**config.mk**
```make
export PLATFORM = sky130hd
export DESIGN_NAME = rom_fetch_unit
export DESIGN_NICKNAME = d
export VERILOG_FILES = /design/src/rtl/rom_fetch_unit_pkg.sv /design/src/rtl/rom_fetch_unit_fetch_queue.sv /design/src/rtl/rom_fetch_unit.sv
export SDC_FILE = /design/constraint.sdc
export NUM_CORES = 1
export LEC_CHECK = 0
export CORE_MARGIN = 5
export CORE_UTILIZATION = 38
export DETAILED_ROUTE_END_ITERATION = 8
export PLACE_DENSITY = 0.63
export SYNTH_ARGS = -nofsm -noshare
export SYNTH_HDL_FRONTEND = slang
export SYNTH_SLANG_ARGS = --single-unit
```
**constraint.sdc**
```tcl
create_clock -name clk -period 3.52 [get_ports clk]
set_clock_uncertainty 0.05 [all_clocks]
set_input_delay 0.704 -clock clk [delete_from_list [all_inputs] [get_ports clk]]
set_output_delay 0.704 -clock clk [all_outputs]
set_load 0.03 [all_outputs]
```
**src/rtl/rom_fetch_unit_pkg.sv**
```systemverilog
// Shared definitions for the ROM fetch unit: bus widths, FSM state encoding
// and the sizing helper for the ROM settle counter.
package rom_fetch_unit_pkg;

   localparam int ROM_ADDR_W = 5;
   localparam int ROM_DATA_W = 32;

   typedef enum logic {
      IDLE = 1'b0,
      READ = 1'b1
   } fetch_state_t;

   // A zero-wait configuration still needs a 1-bit counter to stay legal.
   function automatic int wait_cnt_width(input int wait_cycles);
      return (wait_cycles > 0) ? $clog2(wait_cycles + 1) : 1;
   endfunction

endpackage

```
**src/rtl/rom_fetch_unit_fetch_queue.sv**
```systemverilog
// Two-entry FIFO of {pc, word} between the ROM reader and the decode stage.
// Flush wins over push and pop; an empty queue presents an all-zero head.
module fetch_queue
   import rom_fetch_unit_pkg::*;
#(
   parameter int WIDTH = ROM_ADDR_W + ROM_DATA_W
) (
   input  logic             clk,
   input  logic             reset_n,
   input  logic             push,
   input  logic [WIDTH-1:0] push_entry,
   input  logic             pop,
   input  logic             flush,
   output logic [1:0]       count,
   output logic [WIDTH-1:0] head
);

   logic [WIDTH-1:0] entries [2];
   logic             rd_ptr;
   logic             wr_ptr;
   logic             pop_en;
   logic             push_en;

   // A full queue only accepts a push when the head leaves in the same cycle.
   always_comb begin
      pop_en  = pop && (count != 2'd0);
      push_en = push && ((count < 2'd2) || pop_en);
   end

   always_ff @(posedge clk or negedge reset_n) begin
      if (!reset_n) begin
         entries[0] <= '0;
         entries[1] <= '0;
         rd_ptr     <= 1'b0;
         wr_ptr     <= 1'b0;
         count      <= 2'd0;
      end else if (flush) begin
         rd_ptr <= 1'b0;
         wr_ptr <= 1'b0;
         count  <= 2'd0;
      end else begin
         if (push_en) begin
            entries[wr_ptr] <= push_entry;
            wr_ptr          <= ~wr_ptr;
         end
         if (pop_en) begin
            rd_ptr <= ~rd_ptr;
         end
         case ({push_en, pop_en})
            2'b10:   count <= count + 2'd1;
            2'b01:   count <= count - 2'd1;
            default: count <= count;
         endcase
      end
   end

   assign head = (count != 2'd0) ? entries[rd_ptr] : '0;

endmodule

```
**src/rtl/rom_fetch_unit.sv**
```systemverilog
// Instruction fetch initiator: walks a PC over the ROM bus, samples each word
// after the settle time and hands {pc, word} to decode through a 2-entry queue.
module rom_fetch_unit
   import rom_fetch_unit_pkg::*;
#(
   parameter int ADDR_W      = ROM_ADDR_W,
   parameter int DATA_W      = ROM_DATA_W,
   parameter int WAIT_CYCLES = 0,
   parameter int RESET_PC    = 0
) (
   input  logic              clk,
   input  logic              reset_n,
   input  logic              enable,
   output logic [ADDR_W-1:0] rom_address,
   output logic              rom_cs,
   input  logic [DATA_W-1:0] rom_data,
   input  logic              redirect,
   input  logic [ADDR_W-1:0] redirect_addr,
   output logic              instr_valid,
   input  logic              instr_ready,
   output logic [DATA_W-1:0] instr_data,
   output logic [ADDR_W-1:0] instr_pc
);

   localparam int             WCW       = wait_cnt_width(WAIT_CYCLES);
   localparam logic [WCW-1:0] WAIT_LOAD = WCW'(WAIT_CYCLES);

   fetch_state_t             state;
   fetch_state_t             next_state;
   logic [WCW-1:0]           wait_cnt;
   logic [ADDR_W-1:0]        fetch_pc;
   logic [ADDR_W-1:0]        pc_next;
   logic [1:0]               count;
   logic [2:0]               count_after;
   logic                     sample_done;
   logic                     push;
   logic                     pop;
   logic                     start_read;
   logic [ADDR_W+DATA_W-1:0] head;

   // Another read may only start if its word is guaranteed a queue slot when
   // it completes, so the occupancy after this cycle's push/pop is what counts.
   always_comb begin
      sample_done = (state == READ) && (wait_cnt == '0);
      push        = sample_done && !redirect;
      pop         = instr_valid && instr_ready && !redirect;
      count_after = {1'b0, count} + {2'b00, push} - {2'b00, pop};

      pc_next = fetch_pc;
      if (redirect) begin
         pc_next = redirect_addr;
      end else if (push) begin
         pc_next = fetch_pc + ADDR_W'(1);
      end

      next_state = state;
      start_read = 1'b0;
      if (redirect) begin
         next_state = IDLE;
      end else begin
         case (state)
            IDLE: begin
               if (enable && ((count < 2'd2) || pop)) begin
                  next_state = READ;
                  start_read = 1'b1;
               end
            end
            READ: begin
               if (sample_done) begin
                  if (enable && (count_after < 3'd2)) begin
                     start_read = 1'b1;
                  end else begin
                     next_state = IDLE;
                  end
               end
            end
         endcase
      end
   end

   // ROM bus outputs are registered so the address is stable for the whole read.
   always_ff @(posedge clk or negedge reset_n) begin
      if (!reset_n) begin
         state       <= IDLE;
         fetch_pc    <= ADDR_W'(RESET_PC);
         rom_cs      <= 1'b0;
         rom_address <= '0;
         wait_cnt    <= '0;
      end else begin
         state    <= next_state;
         fetch_pc <= pc_next;
         if (start_read) begin
            rom_cs      <= 1'b1;
            rom_address <= pc_next;
            wait_cnt    <= WAIT_LOAD;
         end else begin
            if (next_state == IDLE) begin
               rom_cs <= 1'b0;
            end
            if ((state == READ) && (wait_cnt != '0)) begin
               wait_cnt <= wait_cnt - WCW'(1);
            end
         end
      end
   end

   fetch_queue #(
      .WIDTH(ADDR_W + DATA_W)
   ) u_queue (
      .clk       (clk),
      .reset_n   (reset_n),
      .push      (push),
      .push_entry({fetch_pc, rom_data}),
      .pop       (pop),
      .flush     (redirect),
      .count     (count),
      .head      (head)
   );

   assign instr_valid = (count != 2'd0);
   assign instr_pc    = head[ADDR_W+DATA_W-1 -: ADDR_W];
   assign instr_data  = head[DATA_W-1:0];

endmodule

```
Word level (Yosys, flattened, before mapping)
Index checks and enable logic that the tools add are counted.
{"block": "totals", "elab_cells": 77, "regBits": 91, "out_inout_bits": 44, "inputBits": 42}
{"block": "op_classes", "eq_ne": 3, "magnitude_cmp": 5, "reduce_logical": 19, "n_bitwise": 7, "add_sub_neg": 6, "n_mux": 27}
{"operator": "$mux 37", "n": 5}
{"operator": "$bwmux 74", "n": 1}
{"operator": "$demux 37 s1", "n": 1}
{"operator": "$mux 1", "n": 14}
{"operator": "$logic_and 1x1->1", "n": 10}
{"operator": "$mux 5", "n": 2}
{"operator": "$reduce_bool 2->1", "n": 4}
{"operator": "$add 5x1->5 const B", "n": 1}
{"operator": "$not 1->1", "n": 5}
{"operator": "$ge 2x2->1 const B", "n": 2}
{"operator": "$not 1->2", "n": 2}
{"operator": "$pmux 1 s2", "n": 2}
{"operator": "$pmux 2 s2", "n": 1}
{"operator": "$add 2x1->3", "n": 1}
{"operator": "$lt 3x2->1 const B", "n": 1}
{"operator": "$reduce_bool 3->1", "n": 1}
{"operator": "$sub 3x1->3", "n": 1}
{"operator": "$add 2x1->2 const B", "n": 1}
{"operator": "$eq 2x1->1 const B", "n": 1}
{"operator": "$eq 2x2->1 const B", "n": 1}
{"operator": "$logic_or 1x1->1", "n": 2}
{"operator": "$lt 2x1->1 const B", "n": 1}
{"operator": "$lt 2x2->1 const B", "n": 1}
{"operator": "$mux 2", "n": 1}
{"operator": "other kinds (5)", "n": 5}

Longest topological paths before layout
Gate-level depths: netlist (run 1).
{"block": "logic_depth", "ltp_word": 13, "depth_mapped": 9, "depth_no_buf": 8}

By module
Synthesis (run 1) repeated with hierarchy kept, for this count alone.
{"block": "hier_totals", "cells_unflattened": 319, "area_unflattened_um2": 4389.2}
{"module": "fetch_queue", "seq_area_each_um2": 1951.9, "cells_each": 260, "n_inst": 1, "area_each_um2": 3678.5}
{"module": "rom_fetch_unit", "seq_area_each_um2": 325.3, "cells_each": 59, "n_inst": 1, "area_each_um2": 710.7}

Worst setup path before layout (run 1)
Ideal clock, no wire load.
{"block": "synth_path", "path_kind": "in2reg", "start": "input port redirect", "end": "register rom_address[0]", "n_path_buf": 2, "setup_time_ns": 0.125, "arrival_time_ns": 2.876, "cell_stages": 8, "setup_slack_ns": 0.470, "path_cell_list": "clkbuf_1 clkbuf_1 nor2_1 fa_1 xnor2_1 a41oi_1 nor3_1 mux2_2"}
{"block": "synth_via", "elab_chain_cells": 10}
{"item": "start: declaration", "line": "rom_fetch_unit.sv:17", "text": "input logic redirect,"}
{"item": "$logic_not 1->1", "line": "rom_fetch_unit.sv:45, rom_fetch_unit.sv:46"}
{"item": "$logic_and 1x1->1", "line": "rom_fetch_unit.sv:45", "text": "push = sample_done && !redirect;"}
{"item": "$add 2x1->3", "line": "rom_fetch_unit.sv:47", "text": "count_after = {1'b0, count} + {2'b00, push} - {2'b00, pop};"}
{"item": "$sub 3x1->3", "line": "rom_fetch_unit.sv:47"}
{"item": "$lt 3x2->1", "line": "rom_fetch_unit.sv:70", "text": "if (enable && (count_after < 3'd2)) begin"}
{"item": "$logic_and 1x1->1", "line": "rom_fetch_unit.sv:70"}
{"item": "$mux 1", "line": "rom_fetch_unit.sv:70"}
{"item": "$mux 1", "line": "rom_fetch_unit.sv:69", "text": "if (sample_done) begin"}
{"item": "$pmux 1 s2", "line": "rom_fetch_unit.sv:61", "text": "case (state)"}
{"item": "$mux 1", "line": "rom_fetch_unit.sv:58", "text": "if (redirect) begin"}
{"item": "end signal: assignment", "line": "rom_fetch_unit.sv:94", "text": "rom_address <= pc_next;"}
{"item": "end: declaration", "line": "rom_fetch_unit.sv:14", "text": "output logic [ADDR_W-1:0] rom_address,"}
Parallel ways exist; a longest one is shown, timed or not.
A chain may end at the register's enable or synchronous reset.

Final worst setup path (run 1)
{"block": "layout_path", "start": "register u_queue.count[1]", "end": "output port instr_data[13]"}
{"block": "layout_via", "elab_chain_cells": 2}
{"item": "start: declaration", "line": "rom_fetch_unit_fetch_queue.sv:14", "text": "output logic [1:0] count,"}
{"item": "start signal: assignment", "line": "rom_fetch_unit_fetch_queue.sv:50", "text": "2'b10: count <= count + 2'd1;"}
{"item": "start signal: assignment", "line": "rom_fetch_unit_fetch_queue.sv:51", "text": "2'b01: count <= count - 2'd1;"}
{"item": "start signal: assignment", "line": "rom_fetch_unit_fetch_queue.sv:52", "text": "default: count <= count;"}
{"item": "$reduce_bool 2->1", "line": "rom_fetch_unit_fetch_queue.sv:57", "text": "assign head = (count != 2'd0) ? entries[rd_ptr] : '0;"}
{"item": "$mux 37", "line": "rom_fetch_unit_fetch_queue.sv:57"}
{"item": "end: declaration", "line": "rom_fetch_unit.sv:21", "text": "output logic [DATA_W-1:0] instr_data,"}
No other way between the ends.

==> out/qor.yml, run 1 <==
status: "finished, final reports clean"
postCtsSetupBuffers: 0
area_growth_pct: 29.06
cts_buffer_depth: 2
tritoncts: "built"
drc_errors: 0
critical_path.cell_chain: "nor2_4 -> buf_4 -> nor2_1 -> clkdlybuf4s50_1"
ys_ff_latch: 91
yosysTopAreaCell: "dfrtp_1"
drtIter0Drc: 87
synthesis.nets: 364
diodes: 0
cp_slowest_cell: "clkdlybuf4s50_1"
power.density_nw_per_um2: 559.9
syn_area_um2: 4172
ys_types: 30
drv_cap: 0
grt_use_met1: 0.1861
whs_ns: 0.3403
max_freq_ghz: 0.3151
multi_input_area_um2: 1769
worst-setup-path-type: "reg -> out"
grt_pass1_wl_um: 14510
grt_use_met3: 0.03105
first_pass_iters: 4
drv_slew: 0
clk_latency_ns: 0.36
holdBufCountCts: 0
cp_max_fo: 20
grt-ovfl-total: 0
ys.flop_type: "dfrtp_1"
hp-class: "in -> async"
setup_viol: 0
met2_usage: 0.2224
coreArea_um2: 10790
io_buffers: 85
top_usage_layer: "met2"
synth.area.top_cells: "dfrtp_1 (55%), mux2_2 (21%), mux2i_1 (9.1%)"
die_x_um: 114.8
synth_edf_count: 0
drive_gt1_frac: 0.2639
finalNonFillerCells: 553
detail-route-antenna-nets: 0
synth_common_cells: "dfrtp_1 (91), mux2_2 (77), nor2_1 (43)"
die-area_um2: 13170
cts.sinks: 91
root_buffer: "clkbuf_8"
worstPathArrival_ns: 2.42
cp_data_required_time_ns: 2.77
syn_inst: 320
start_util: 0.3865
period_needed_ns: 3.174
dp_hpwl_um: 5915
die_h_um: 114.8
critical_path.max_stage_delay_ns: 0.60
power_leakage_nw: 2.179
grt_pass1_vias: 2985
clkTransAtPathRegs_ns: 0.09
fill_cells: 1001
r2r_slack_ns: 1.01
cts_made_buffers: 9
synth_warnings: 0
gp_congestion: 0.7578
groute.usage.overall: 0.1399
antenna_found_initial: 0
yosysTopAreaCellShare: 0.5459
worstMarginPinSlew_ns: 0.7398
rsz0062_at_grt: "false"
setup_tns_ns: 0
worstSetupEndpointType: "primary output"
seq_area_um2: 2278
num-nets-final: 452
routedWlPerCell_um: 15.78
num_vias: 2725
io_pins: 86
synth_seq_area_share: 0.5459
postSynth.asyncResetShare: 1.000
finalHoldViolations: 0
wl_um: 8727
cts-resized-gates: 0
postSynthAreaPerCell_um2: 13.04
start_kind: "register"
period_share: 0.9016
cts_htree_levels: 3
std_cell_rows: 38
maxSlewHeadroom: 0.5068
dpl.cell_count: 537
via_per_inst: 4.928
peakVddDrop_v: 0.0002229
yosysMostFrequentCell: "dfrtp_1"
grt_max_degree: 59
==> per-stage QoR <==
stage / util / instance area, um2 / power (mW) / setup WS [ns]
2_1_floorplan: - / 4172 / 2.062 / 0.4697
3_3_place_gp: 0.4813 / 5195 / 2.341 / 0.3189
3_5_place_dp: 0.4813 / 5195 / 2.378 / 0.2711
4_1_cts: 0.4988 / 5384 / 3.056 / 0.2679
5_1_grt: 0.4988 / 5384 / 3.204 / 0.2021
6_report: 0.4988 / 5384 / 3.014 / 0.3462
==> report_power, final <==
part / switching (mW) / internal [mW] / total, mW
registers: 0.156 / 1.35 / 1.51
clock network: 0.376 / 0.295 / 0.671
logic: 0.376 / 0.461 / 0.837
==> routing by layer <==
layer | share of wire | wire (um)
met5 | 0 | 0
met4 | 0.017 | 150
met3 | 0.051 | 447
met2 | 0.46 | 3976
met1 | 0.48 | 4152
==> final timing paths <==
| kind | end | cells after the start | startpoint |
|---|---|---|---|
| min in group clk | u_queue.entries[48] | 1 | u_queue.entries[48] |
| max | instr_data[13] | 4 | u_queue.count[1] |
| max reg2reg | rom_address[2] | 9 | u_queue.count[1] |
| min reg2reg | u_queue.entries[48] | 1 | u_queue.entries[48] |
| max in group asynchronous | u_queue.entries[16] | 2 | reset_n |
| min | u_queue.entries[67] | 1 | reset_n |
==> layout by cell type (no fill, tap or decap), drive strengths merged <==
| cell | n |
|---|---|
| and3 | 1 |
| nand2b | 2 |
| mux2 | 81 |
| a311oi | 1 |
| nor3 | 2 |
| xnor2 | 4 |
| nor2b | 1 |
| and2b | 1 |
| a41oi | 1 |
| nand4 | 2 |
| clkdlybuf4s50 | 84 |
| dfrtp | 91 |
| or3 | 1 |
| nand3b | 2 |
| fa | 1 |
| nor2 | 43 |
| mux2i | 38 |
| or2 | 1 |
| nand3 | 1 |
| o21ai | 8 |
| a21oi | 5 |
| buf | 10 |
| clkbuf | 11 |
| inv | 5 |
| xor2 | 2 |
| nor4 | 1 |
| ha | 1 |
| clkinvlp | 5 |
| nand2 | 7 |
==> area by class of cell <==
cell class | instances | area share
Sequential cell | 91 | 0.4232
Multi-Input combinational cell | 207 | 0.3286
Timing Repair Buffer | 94 | 0.1771
Tap cell | 140 | 0.03254
Clock buffer | 11 | 0.02812
Clock inverter | 5 | 0.006972
Inverter | 5 | 0.003486
==> flip-flops by register name (all words and copies together), names as in the netlist <==
| signal | count |
|---|---|
| fetch_pc | 5 |
| wait_cnt | 1 |
| state | 1 |
| u_queue.wr_ptr | 1 |
| u_queue.count | 2 |
| rom_address | 5 |
| u_queue.rd_ptr | 1 |
| rom_cs | 1 |
| u_queue.entries | 74 |
==> logic make-up (layout without fill, tap and decap cells) <==
group | Yosys count | after routing | share of synthesized area
adders and majority gates | 2 | 2 | 0.007798
DFF | 91 | 91 | 0.5459
xor gates and xnor gates | 6 | 6 | 0.01260
buffers and inverters | 22 | 115 | 0.03179
and+or+nand+nor | 65 | 65 | 0.07229
AOI/OAI and AO/OA | 15 | 15 | 0.01980
muxes | 119 | 119 | 0.3098
==> critical path, delay by kind of cell, from the launching register on <==
family / cells / cell delay (ns)
AND/OR/NAND/NOR: 2 / 0.57
buffers and inverters: 2 / 0.96
flip-flops: 1 / 0.51
No activity file was read; power rests on OpenSTA's default activity.
==> run 2, diff against run 1 <==
--- a/config.mk
+++ b/config.mk
@@ -9,6 +9,7 @@
 export CORE_UTILIZATION = 38
 export DETAILED_ROUTE_END_ITERATION = 8
 export PLACE_DENSITY = 0.63
+export RECOVER_POWER = 50
 export SYNTH_ARGS = -nofsm -noshare
 export SYNTH_HDL_FRONTEND = slang
 export SYNTH_SLANG_ARGS = --single-unit
==> run 2 against run 1 <==
Net effect: register-to-register slack gained 0.02 ns; largest cell class unchanged; via count shrank 0.40%; fmax grew 0.23%; first-iteration DRC count grew 1.1%; non-clock buffer count did not move; core utilization decreased by 0.22 points; combinational power down 1%; die area stayed put.
==> out/qor.yml, run 2 (synthesis results as in run 1) <==
status: "finished, final reports clean"  # unchanged
worst-setup-path-type: "reg -> out"  # unchanged
critical_path.cell_chain: "nor2_4 -> buf_4 -> nor2_1 -> clkdlybuf4s50_1"  # unchanged
power_leakage_nw: 2.179  # unchanged
setup_tns_ns: 0  # unchanged
drc_errors: 0  # unchanged
clk_latency_ns: 0.36  # about the same
std_cell_rows: 38  # unchanged
holdBufCountCts: 0  # unchanged
hold_path.startpoint: "u_queue.entries[48]"
num_vias: 2714  # was 2725
worstPathArrival_ns: 2.41  # was 2.42 ns
finalHoldViolations: 0  # unchanged
r2r_slack_ns: 1.03  # was 1.01 ns
cts_htree_levels: 3  # unchanged
hp-class: "reg -> reg"  # was in -> async
groute.usage.overall: 0.1399  # unchanged
period_share: 0.8995  # was 0.9016
maxSlewHeadroom: 0.02409  # was 0.5068
tritoncts: "built"  # unchanged
rsz0062_at_grt: "false"  # unchanged
setup_viol: 0  # unchanged
peakVddDrop_v: 0.0002165  # was 0.0002229 V
cp_data_required_time_ns: 2.77  # about the same
drv_cap: 0  # unchanged
final_cell_mix: "dfrtp_1 (90), mux2_2 (77), clkdlybuf4s50_1 (76)"  # was dfrtp_1 (90), clkdlybuf4s50_1 (84), mux2_2 (77)
postCtsSetupBuffers: 0  # unchanged
io_pins: 86  # unchanged
start_kind: "register"  # unchanged
dp_hpwl_um: 5915  # unchanged
layout_commonest_cell: "dfrtp_1"  # unchanged
cts-resized-gates: 0  # unchanged
io_buffers: 85  # unchanged
detail-route-antenna-nets: 0  # unchanged
coreArea_um2: 10790  # unchanged
die_h_um: 114.8  # unchanged
via_per_inst: 4.908  # was 4.928
drtIter0Drc: 88  # was 87
grt-ovfl-total: 0  # unchanged
whs_ns: 0.4413  # was 0.3403 ns
period_needed_ns: 3.166  # was 3.174 ns
seq_area_um2: 2278  # unchanged
r2r_start: "u_queue.count[1]"  # unchanged
drv_slew: 0  # unchanged
clkTransAtPathRegs_ns: 0.09  # about the same
grt_pass1_vias: 2985  # unchanged
die_x_um: 114.8  # unchanged
fill_cells: 1006  # was 1001
largest_register: "u_queue.entries"  # unchanged
wl_um: 8712  # was 8727 um
first_pass_iters: 4  # unchanged
cp_slowest_cell: "clkdlybuf4s50_1"  # unchanged
largest_reg_flops: 74  # unchanged
cts.sinks: 91  # unchanged
worstSetupEndpointType: "primary output"  # unchanged
diodes: 0  # unchanged
area_growth_pct: 28.49  # was 29.06%
die-area_um2: 13170  # unchanged
cts_made_buffers: 9  # unchanged
start_util: 0.3865  # unchanged
cp-startpoint: "u_queue.count[1]"  # unchanged
cp_max_fo: 20  # unchanged
total_power_mw: 3.004  # was 3.014 mW
drive_gt1_frac: 0.2591  # was 0.2639
reg.largest.list: "u_queue.entries (74), fetch_pc (5), rom_address (5)"  # unchanged
grt_pass1_wl_um: 14510  # unchanged
gp_congestion: 0.7578  # unchanged
critical_path.max_stage_delay_ns: 0.60  # about the same
max_freq_ghz: 0.3158  # was 0.3151 GHz
antenna_found_initial: 0  # unchanged
root_buffer: "clkbuf_8"  # unchanged
routedWlPerCell_um: 15.75  # was 15.78 um
multi_input_area_um2: 1767  # was 1769 um2
num-nets-final: 452  # unchanged
grt_max_degree: 59  # unchanged
power.density_nw_per_um2: 560.4  # was 559.9 nW/um2
cts_buffer_depth: 2  # unchanged
worstMarginPinSlew_ns: 1.464  # was 0.7398 ns
## run 2: cell types whose count changed in the layout (fill, tap and decap cells not counted), sizes merged
cell,delta
dlygate4sd3,+8
clkdlybuf4s50,-8
buf,-3
clkbuf,+3
## run 2: power by group
| part | switching (mW) | total (mW) | internal (mW) |
|---|---|---|---|
| combinational | 0.375 | 0.827 | 0.452 |
| sequential | 0.155 | 1.51 | 1.35 |
| clock | 0.377 | 0.671 | 0.295 |
| total | 0.907 | 3.00 | 2.10 |
## run 2: final timing paths
path / to / depth (start not counted)
min in group asynchronous: u_queue.entries[67] / 1
worst min register to register: u_queue.entries[48] / 1
worst min-delay path: u_queue.entries[48] / 1
worst max-delay path: instr_data[13] / 4
worst max register to register: rom_address[2] / 9
max in group asynchronous: u_queue.rd_ptr / 1
## run 2: cell type report
cell class	count	share of cell area
Timing Repair Buffer	94	0.1739
Clock inverter	5	0.007003
Multi-Input combinational cell	207	0.3296
Tap cell	140	0.03268
Sequential cell	91	0.4251
Clock buffer	11	0.02824
Inverter	5	0.003501
## run 2: per-layer routing
layer	GRT usage	wire length, um	up-vias
li1	-	-	1295
met1	0.1861	4123	1338
met2	0.2224	3971	70
met3	0.03105	465	11
met4	0.05869	152	0
met5	0	0	-
## run 2: worst max-delay path: cells and delay by family (launching register included)
kind | cells | cell delay (ns)
buf+inv | 2 | 0.96
simple gates | 2 | 0.57
flops | 1 | 0.51
## run 2: per-stage QoR
step           instance area [um2]  cells    util  setup slack, ns
2_1_floorplan                 4172    320       -           0.4697
3_3_place_gp                  5195    537  0.4813           0.3189
3_5_place_dp                  5195    537  0.4813           0.2711
4_1_cts                       5384    553  0.4988           0.2679
5_1_grt                       5360    553  0.4966           0.2005
6_report                      5360    553  0.4966           0.3536
